`config.mk`:
```
export PLATFORM = sky130hd
export DESIGN_NAME = date_set_controller
export DESIGN_NICKNAME = d
export VERILOG_FILES = /design/src/rtl/date_set_controller.sv
export SDC_FILE = /design/constraint.sdc
export NUM_CORES = 1
export LEC_CHECK = 0
export ABC_AREA = 1
export CAP_MARGIN = 20
export CELL_PAD_IN_SITES_DETAIL_PLACEMENT = 1
export CELL_PAD_IN_SITES_GLOBAL_PLACEMENT = 1
export CORE_MARGIN = 3
export CORE_UTILIZATION = 39
export DETAILED_ROUTE_END_ITERATION = 10
export GPL_ROUTABILITY_DRIVEN = 0
export PLACE_DENSITY = 0.82
export SYNTH_ARGS = -nofsm -noshare
export SYNTH_HDL_FRONTEND = slang
export SYNTH_SLANG_ARGS = --single-unit
```
`constraint.sdc`:
```
create_clock -name clk -period 3.1 [get_ports clk]
set_input_delay 0.62 -clock clk [delete_from_list [all_inputs] [get_ports clk]]
set_output_delay 0.62 -clock clk [all_outputs]
set_load 0.01 [all_outputs]
```
`src/rtl/date_set_controller.sv`:
```
// YY/MM/DD calendar controller: advances one day per tick in RUN and lets the user edit
// year, month and day through a mode/increment button FSM.
module date_set_controller #(
  parameter int unsigned INIT_YEAR  = 0,
  parameter int unsigned INIT_MONTH = 1,
  parameter int unsigned INIT_DAY   = 1
) (
  input  logic       clk,
  input  logic       rst,
  input  logic       i_tick,
  input  logic       i_btn_mode,
  input  logic       i_btn_inc,
  output logic [3:0] o_year1,
  output logic [3:0] o_year0,
  output logic [3:0] o_month1,
  output logic [3:0] o_month0,
  output logic [3:0] o_day1,
  output logic [3:0] o_day0,
  output logic [1:0] o_edit_field,
  output logic       o_blank
);

  localparam logic [1:0] ST_RUN   = 2'd0;
  localparam logic [1:0] ST_SET_Y = 2'd1;
  localparam logic [1:0] ST_SET_M = 2'd2;
  localparam logic [1:0] ST_SET_D = 2'd3;

  logic [1:0] r_state;
  logic [6:0] r_year;
  logic [3:0] r_month;
  logic [4:0] r_day;
  logic       r_blank;

  logic [1:0] w_state_nxt;
  logic [6:0] w_year_nxt;
  logic [3:0] w_month_nxt;
  logic [4:0] w_day_nxt;
  logic       w_blank_nxt;
  logic [6:0] w_year_inc;
  logic [3:0] w_month_inc;
  logic [4:0] w_cur_len;
  logic [4:0] w_inc_len;

  function automatic logic [4:0] month_len(input logic [3:0] m);
    case (m)
      4'd2:                      return 5'd28;
      4'd4, 4'd6, 4'd9, 4'd11:   return 5'd30;
      default:                   return 5'd31;
    endcase
  endfunction

  assign w_year_inc  = (r_year == 7'd99) ? 7'd0 : r_year + 7'd1;
  assign w_month_inc = (r_month == 4'd12) ? 4'd1 : r_month + 4'd1;
  assign w_cur_len   = month_len(r_month);
  assign w_inc_len   = month_len(w_month_inc);

  always_comb begin
    w_state_nxt = r_state;
    w_year_nxt  = r_year;
    w_month_nxt = r_month;
    w_day_nxt   = r_day;
    w_blank_nxt = r_blank;
    // A mode press wins over both inc and tick in the same cycle.
    if (i_btn_mode) begin
      w_state_nxt = r_state + 2'd1;
      w_blank_nxt = 1'b0;
    end else begin
      case (r_state)
        ST_RUN: begin
          w_blank_nxt = 1'b0;
          if (i_tick) begin
            if (r_day >= w_cur_len) begin
              w_day_nxt   = 5'd1;
              w_month_nxt = w_month_inc;
              if (r_month == 4'd12) w_year_nxt = w_year_inc;
            end else begin
              w_day_nxt = r_day + 5'd1;
            end
          end
        end
        ST_SET_Y: begin
          if (i_btn_inc) w_year_nxt = w_year_inc;
          if (i_tick) w_blank_nxt = ~r_blank;
        end
        ST_SET_M: begin
          if (i_btn_inc) begin
            w_month_nxt = w_month_inc;
            if (r_day > w_inc_len) w_day_nxt = w_inc_len;
          end
          if (i_tick) w_blank_nxt = ~r_blank;
        end
        ST_SET_D: begin
          if (i_btn_inc) w_day_nxt = (r_day >= w_cur_len) ? 5'd1 : r_day + 5'd1;
          if (i_tick) w_blank_nxt = ~r_blank;
        end
        default: begin
          w_state_nxt = ST_RUN;
          w_blank_nxt = 1'b0;
        end
      endcase
    end
  end

  always_ff @(posedge clk or posedge rst) begin
    if (rst) begin
      r_state <= ST_RUN;
      r_year  <= 7'(INIT_YEAR);
      r_month <= 4'(INIT_MONTH);
      r_day   <= 5'(INIT_DAY);
      r_blank <= 1'b0;
    end else begin
      r_state <= w_state_nxt;
      r_year  <= w_year_nxt;
      r_month <= w_month_nxt;
      r_day   <= w_day_nxt;
      r_blank <= w_blank_nxt;
    end
  end

  // Digits derive from a single set of registers, so they always change together.
  assign o_year1      = 4'(r_year / 7'd10);
  assign o_year0      = 4'(r_year % 7'd10);
  assign o_month1     = (r_month >= 4'd10) ? 4'd1 : 4'd0;
  assign o_month0     = (r_month >= 4'd10) ? r_month - 4'd10 : r_month;
  assign o_day1       = 4'(r_day / 5'd10);
  assign o_day0       = 4'(r_day % 5'd10);
  assign o_edit_field = r_state;
  assign o_blank      = r_blank;

endmodule

```
* Word-level counts from Yosys, hierarchy flattened
Cells that the tools add are included.
Word-level totals: bits in registers 19, input bits 5, output and inout bits 27, logic and storage cells 76
Cells by class: $add $sub $neg 5, div/mod/pow operators 4, $lt $le $gt $ge 3, eq/ne operators 23, mux-type cells 24, bitwise logic cells 2, reductions and logical operators 10
Operators by type and width (count):
- $mux W7 | 5
- $mux W5 | 5
- $eq A4 B4 Y1 const B | 5
- $mux W4 | 5
- $eq A4 B3 Y1 const B | 4
- $pmux W5 S3 | 1
- $ne A2 B2 Y1 const B | 7
- $pmux W7 S2 | 1
- $reduce_and A6 Y1 | 2
- $eq A4 B2 Y1 const B | 2
- $pmux W2 S2 | 2
- $pmux W4 S2 | 1
- $reduce_or A4 Y1 | 2
- $add A7 B1 Y7 const B | 1
- $div A7 B4 Y7 const B | 1
- $eq A7 B7 Y1 const B | 1
- $mod A7 B4 Y7 const B | 1
- $add A5 B1 Y5 const B | 1
- $div A5 B4 Y5 const B | 1
- $ge A5 B5 Y1 | 1
- $gt A5 B5 Y1 | 1
- $mod A5 B4 Y5 const B | 1
- $reduce_and A5 Y1 | 1
- $add A4 B1 Y4 const B | 1
- 13 further kinds | 18

* Depth between registers and ports, before layout
depth in word-level cells 9, depth in mapped cells 22, depth with buffers taken out 22

* Worst setup path before layout
Ideal clock, no wire load.
path type reg2out, start reg r_year[4], end out o_year0[1], arrival time 2187 ps, data required time 2480 ps, slack 293 ps, stages on the path, launching flop included 19, path buffers 0, cell sequence dfrtp_1 > inv_2 > ha_1 > o21ai_2 > nand2_4 > nand3_2 > nand2_2 > nand2_2 > nand2_4 > nand2_4 > nand2_2 > nand2_1 > inv_1 > ha_1 > nand2_2 > nand2_4 > nand2_4 > nand2_1 > nand2_1
On the way: word-level cells in the longest chain between the ends 1
RTL lines:
- from (decl) | line 29 | logic [6:0] r_year;
- from (signal assigned) | line 107 | r_year <= 7'(INIT_YEAR);
- from (signal assigned) | line 113 | r_year <= w_year_nxt;
- $mod A7 B4 Y7 | line 122 | assign o_year0 = 4'(r_year % 7'd10);
- to (decl) | line 14 | output logic [3:0] o_year0,
Every way passes these cells.

* Worst setup path after layout
start reg r_year[4], end out o_year0[2]
The elaborated chain is that of the path after synthesis.

==> out/qor.txt <==
placed insts: 377
die area: 6030 sq um
vias in the first global route: 1961
root buffer cell: clkbuf_8
CTS tree: done
CP required: 2480 ps
antenna violations before repair: 0
Buf+Inv Stages, Crit Path: 5
n_diodes: 0
via count: 1967
kind of critical path: flip-flop to output pin
initial core utilization: 41.3%
number of cell rows: 25
Fill cells: 605
CTS max path bufs: 2
CP Launch Type: flip-flop
first-pass GRT wire length: 9.46 mm
cell family with most CP delay: simple AND/OR/NAND/NOR gates
CP Capture Type: output pin
post-route ant nets: 0
Total GRT Usage: 18.8%
synthesis-to-layout area growth: 34.2%
FFs w/ async S/R, synth: 100%
final WL: 5.60 mm
Worst-path clk slew: 70 ps
hold_ws: 550 ps
minimum clock period: 3130 ps
crit path cell chain: ha_4 > o21ai_4 > nand2_2 > nand3_4 > nand2_4 > nand2_4 > nand2_2 > nand2_2 > inv_2 > nand2_4 > nand2_4 > nand2_4 > nand2_2 > buf_4 > buf_4 > buf_4 > nand3_1 > nand2_1 > buf_2
DRC Markers: 0
I/O Pins: 32
fin area: 2690 sq um
nets: 361
total grt overflow: 0
failing checks: setup timing
data arrival time of the critical path: 2510 ps
slew margin rel.: 49.8%
reg2reg setup slack: 200 ps
Skew-Pair Late Insertion Delay: 260 ps
Mapped Area: 2000 sq um
CTS Buf Count: 3
Synth area leader: dfrtp_1
total placed instance area: 2430 sq um
worst hold path cell count: 3
CTS Sinks: 19
Post-synth EDFFs: 0
Die Ht: 77.7 microns
CP max FO: 4
Max Cap Viol: 0
Crit path largest cell delay: 450 ps
Fin. Hold Viols: 0
Final Instance Count excl. Fillers: 392
number of port buffers: 26
fmax: 0.320 GHz
hold buffers post-CTS: 0
largest net degree at the start of global routing: 20
worst reg-to-reg path cell count: 18
Max Transition Viols Final: 0
vias per cell: 5.02
DR WL/cell: 14.3 microns
Worst Max-Slew Pin Slew: 753 ps
Hold Path Class: flip-flop to flip-flop
RSZ-0062 raised after global routing: true
syn_area_per_cell: 7.39 sq um
Crit path top cell by count: nand2_4
DP HPWL: 4.15 mm
crit share post-route: 101%
Synth top area share: 21.2%
sequential cell area fraction in the yosys report: 23.9%
layout cells sized above 1: 28.9%
commonest cells in the netlist: nand2_1, inv_1, ha_1
first drt pass iteration count: 4
Final Setup Violations: 2
Yosys cell types: 34
Core Region: 4850 sq um
hold path startpoint: o_blank
run status: finished, violations left
R2R Path Start: r_month[0]
Worst Setup Slack, final: -25.8 ps
Synth Instances: 271
Yosys reg bits: 19
Die W: 77.7 microns
most common flop cell mapped by yosys: dfrtp_1
main area contributors after synthesis: dfrtp_1, ha_1, nand2_1
hold endpoint: o_blank
Initial DRC Count: 60
number of synthesis warnings: 0
skew final: 3.47 ps
top-count cell post-synth: nand2_1
Slowest-stage cell, CP: dfrtp_2
R2R Path End: r_day[2]
H-tree levels: 1
==> cells by family after synthesis <==
group                    count (synthesis)  synth area share [%]
adder cells (fa/ha/maj)                 30                  18.7
AO/OA/AOI/OAI                           57                  16.6
multiplexers                             1                 0.500
flip-flops                              19                  23.9
AND/OR/NAND/NOR                        103                  25.9
XOR/XNOR                                 6                  2.62
other                                    1                 0.187
buffers and inverters                   54                  11.7
==> worst register-to-register path, cell delays in order (launching register included) <==
cell and delay (ps):
dfstp_2 580, inv_1 110, ha_1 260, nand3_1 140
o21ai_1 120, nand2_1 100, inv_1 40, nand2_1 80
inv_1 80, ha_1 300, inv_1 50, o21bai_1 110
a31oi_1 110, nor2_1 120, o21ai_1 90, nor3_2 150
buf_6 160, o21ai_1 70, a32oi_1 140
==> through the flow <==
step           TNS, ps  worst slack, ps  util, %
2_1_floorplan        0              293        -
3_3_place_gp      -504             -151     50.2
3_5_place_dp     -1010             -287     50.2
4_1_cts          -74.5            -37.3     53.3
5_1_grt           -852             -216     55.4
6_report         -47.2            -25.8     55.4
==> flip-flops by register name, indices dropped and copies added, names as in the netlist <==
signal	count
r_day	5
o_edit_field	2
o_blank	1
r_month	4
r_year	7
==> final cells by class <==
cell class                      count  area (sq um)  area share, %
Clock buffer                        4          45.0           1.68
Inverter                           45           169           6.28
Multi-Input combinational cell    202          1440           53.6
Sequential cell                    19           479           17.8
Tap cell                           67          83.8           3.12
Timing Repair Buffer               55           469           17.5
==> how the worst max path moves through the flow <==
stage / startpoint / to / cells after the start
after detailed placement: r_year[4] / o_year0[1] / 19
after floorplan: r_year[4] / o_year0[1] / 18
after global routing: r_year[4] / o_year0[2] / 21
final: r_year[4] / o_year0[2] / 19
after global placement: r_year[4] / o_year0[1] / 19
after CTS: r_year[4] / o_year0[2] / 19
==> routing by layer <==
| metal | share of wire, % | vias up | GRT usage, % |
|---|---|---|---|
| met3 | 2.7 | 4 | 3.02 |
| met1 | 45 | 957 | 25.7 |
| met4 | 0.61 | 0 | 1.96 |
| li1 | - | 978 | - |
| met2 | 52 | 28 | 31.9 |
| met5 | 0 | - | 0 |
==> layout by cell type (no fill, tap or decap), drive strengths merged, types with 2 or more instances in the layout <==
master          n
a21oi          18
a31oi           2
buf            33
clkbuf          4
clkdlybuf4s50  19
conb            5
dfrtp          17
dfstp           2
dlymetal6s2s    3
ha             30
inv            45
nand2          55
nand3          20
nor2           19
nor3            6
o211ai          3
o21ai          24
o21bai          3
o22ai           4
xor2            6
==> timing repair <==
| item | CTS | global route |
|---|---|---|
| hold endpoints to repair | 0 | 0 |
| cloned | 0 | 0 |
| gates resized for setup | 33 | 19 |
| setup buffers | 6 | 5 |
| pin swaps | 6 | 5 |
| setup endpoints to repair | 5 | 17 |
Power is left out: the tool's default activity adds up to more than one toggle a clock period on the data nets, which glitch-free logic cannot reach.
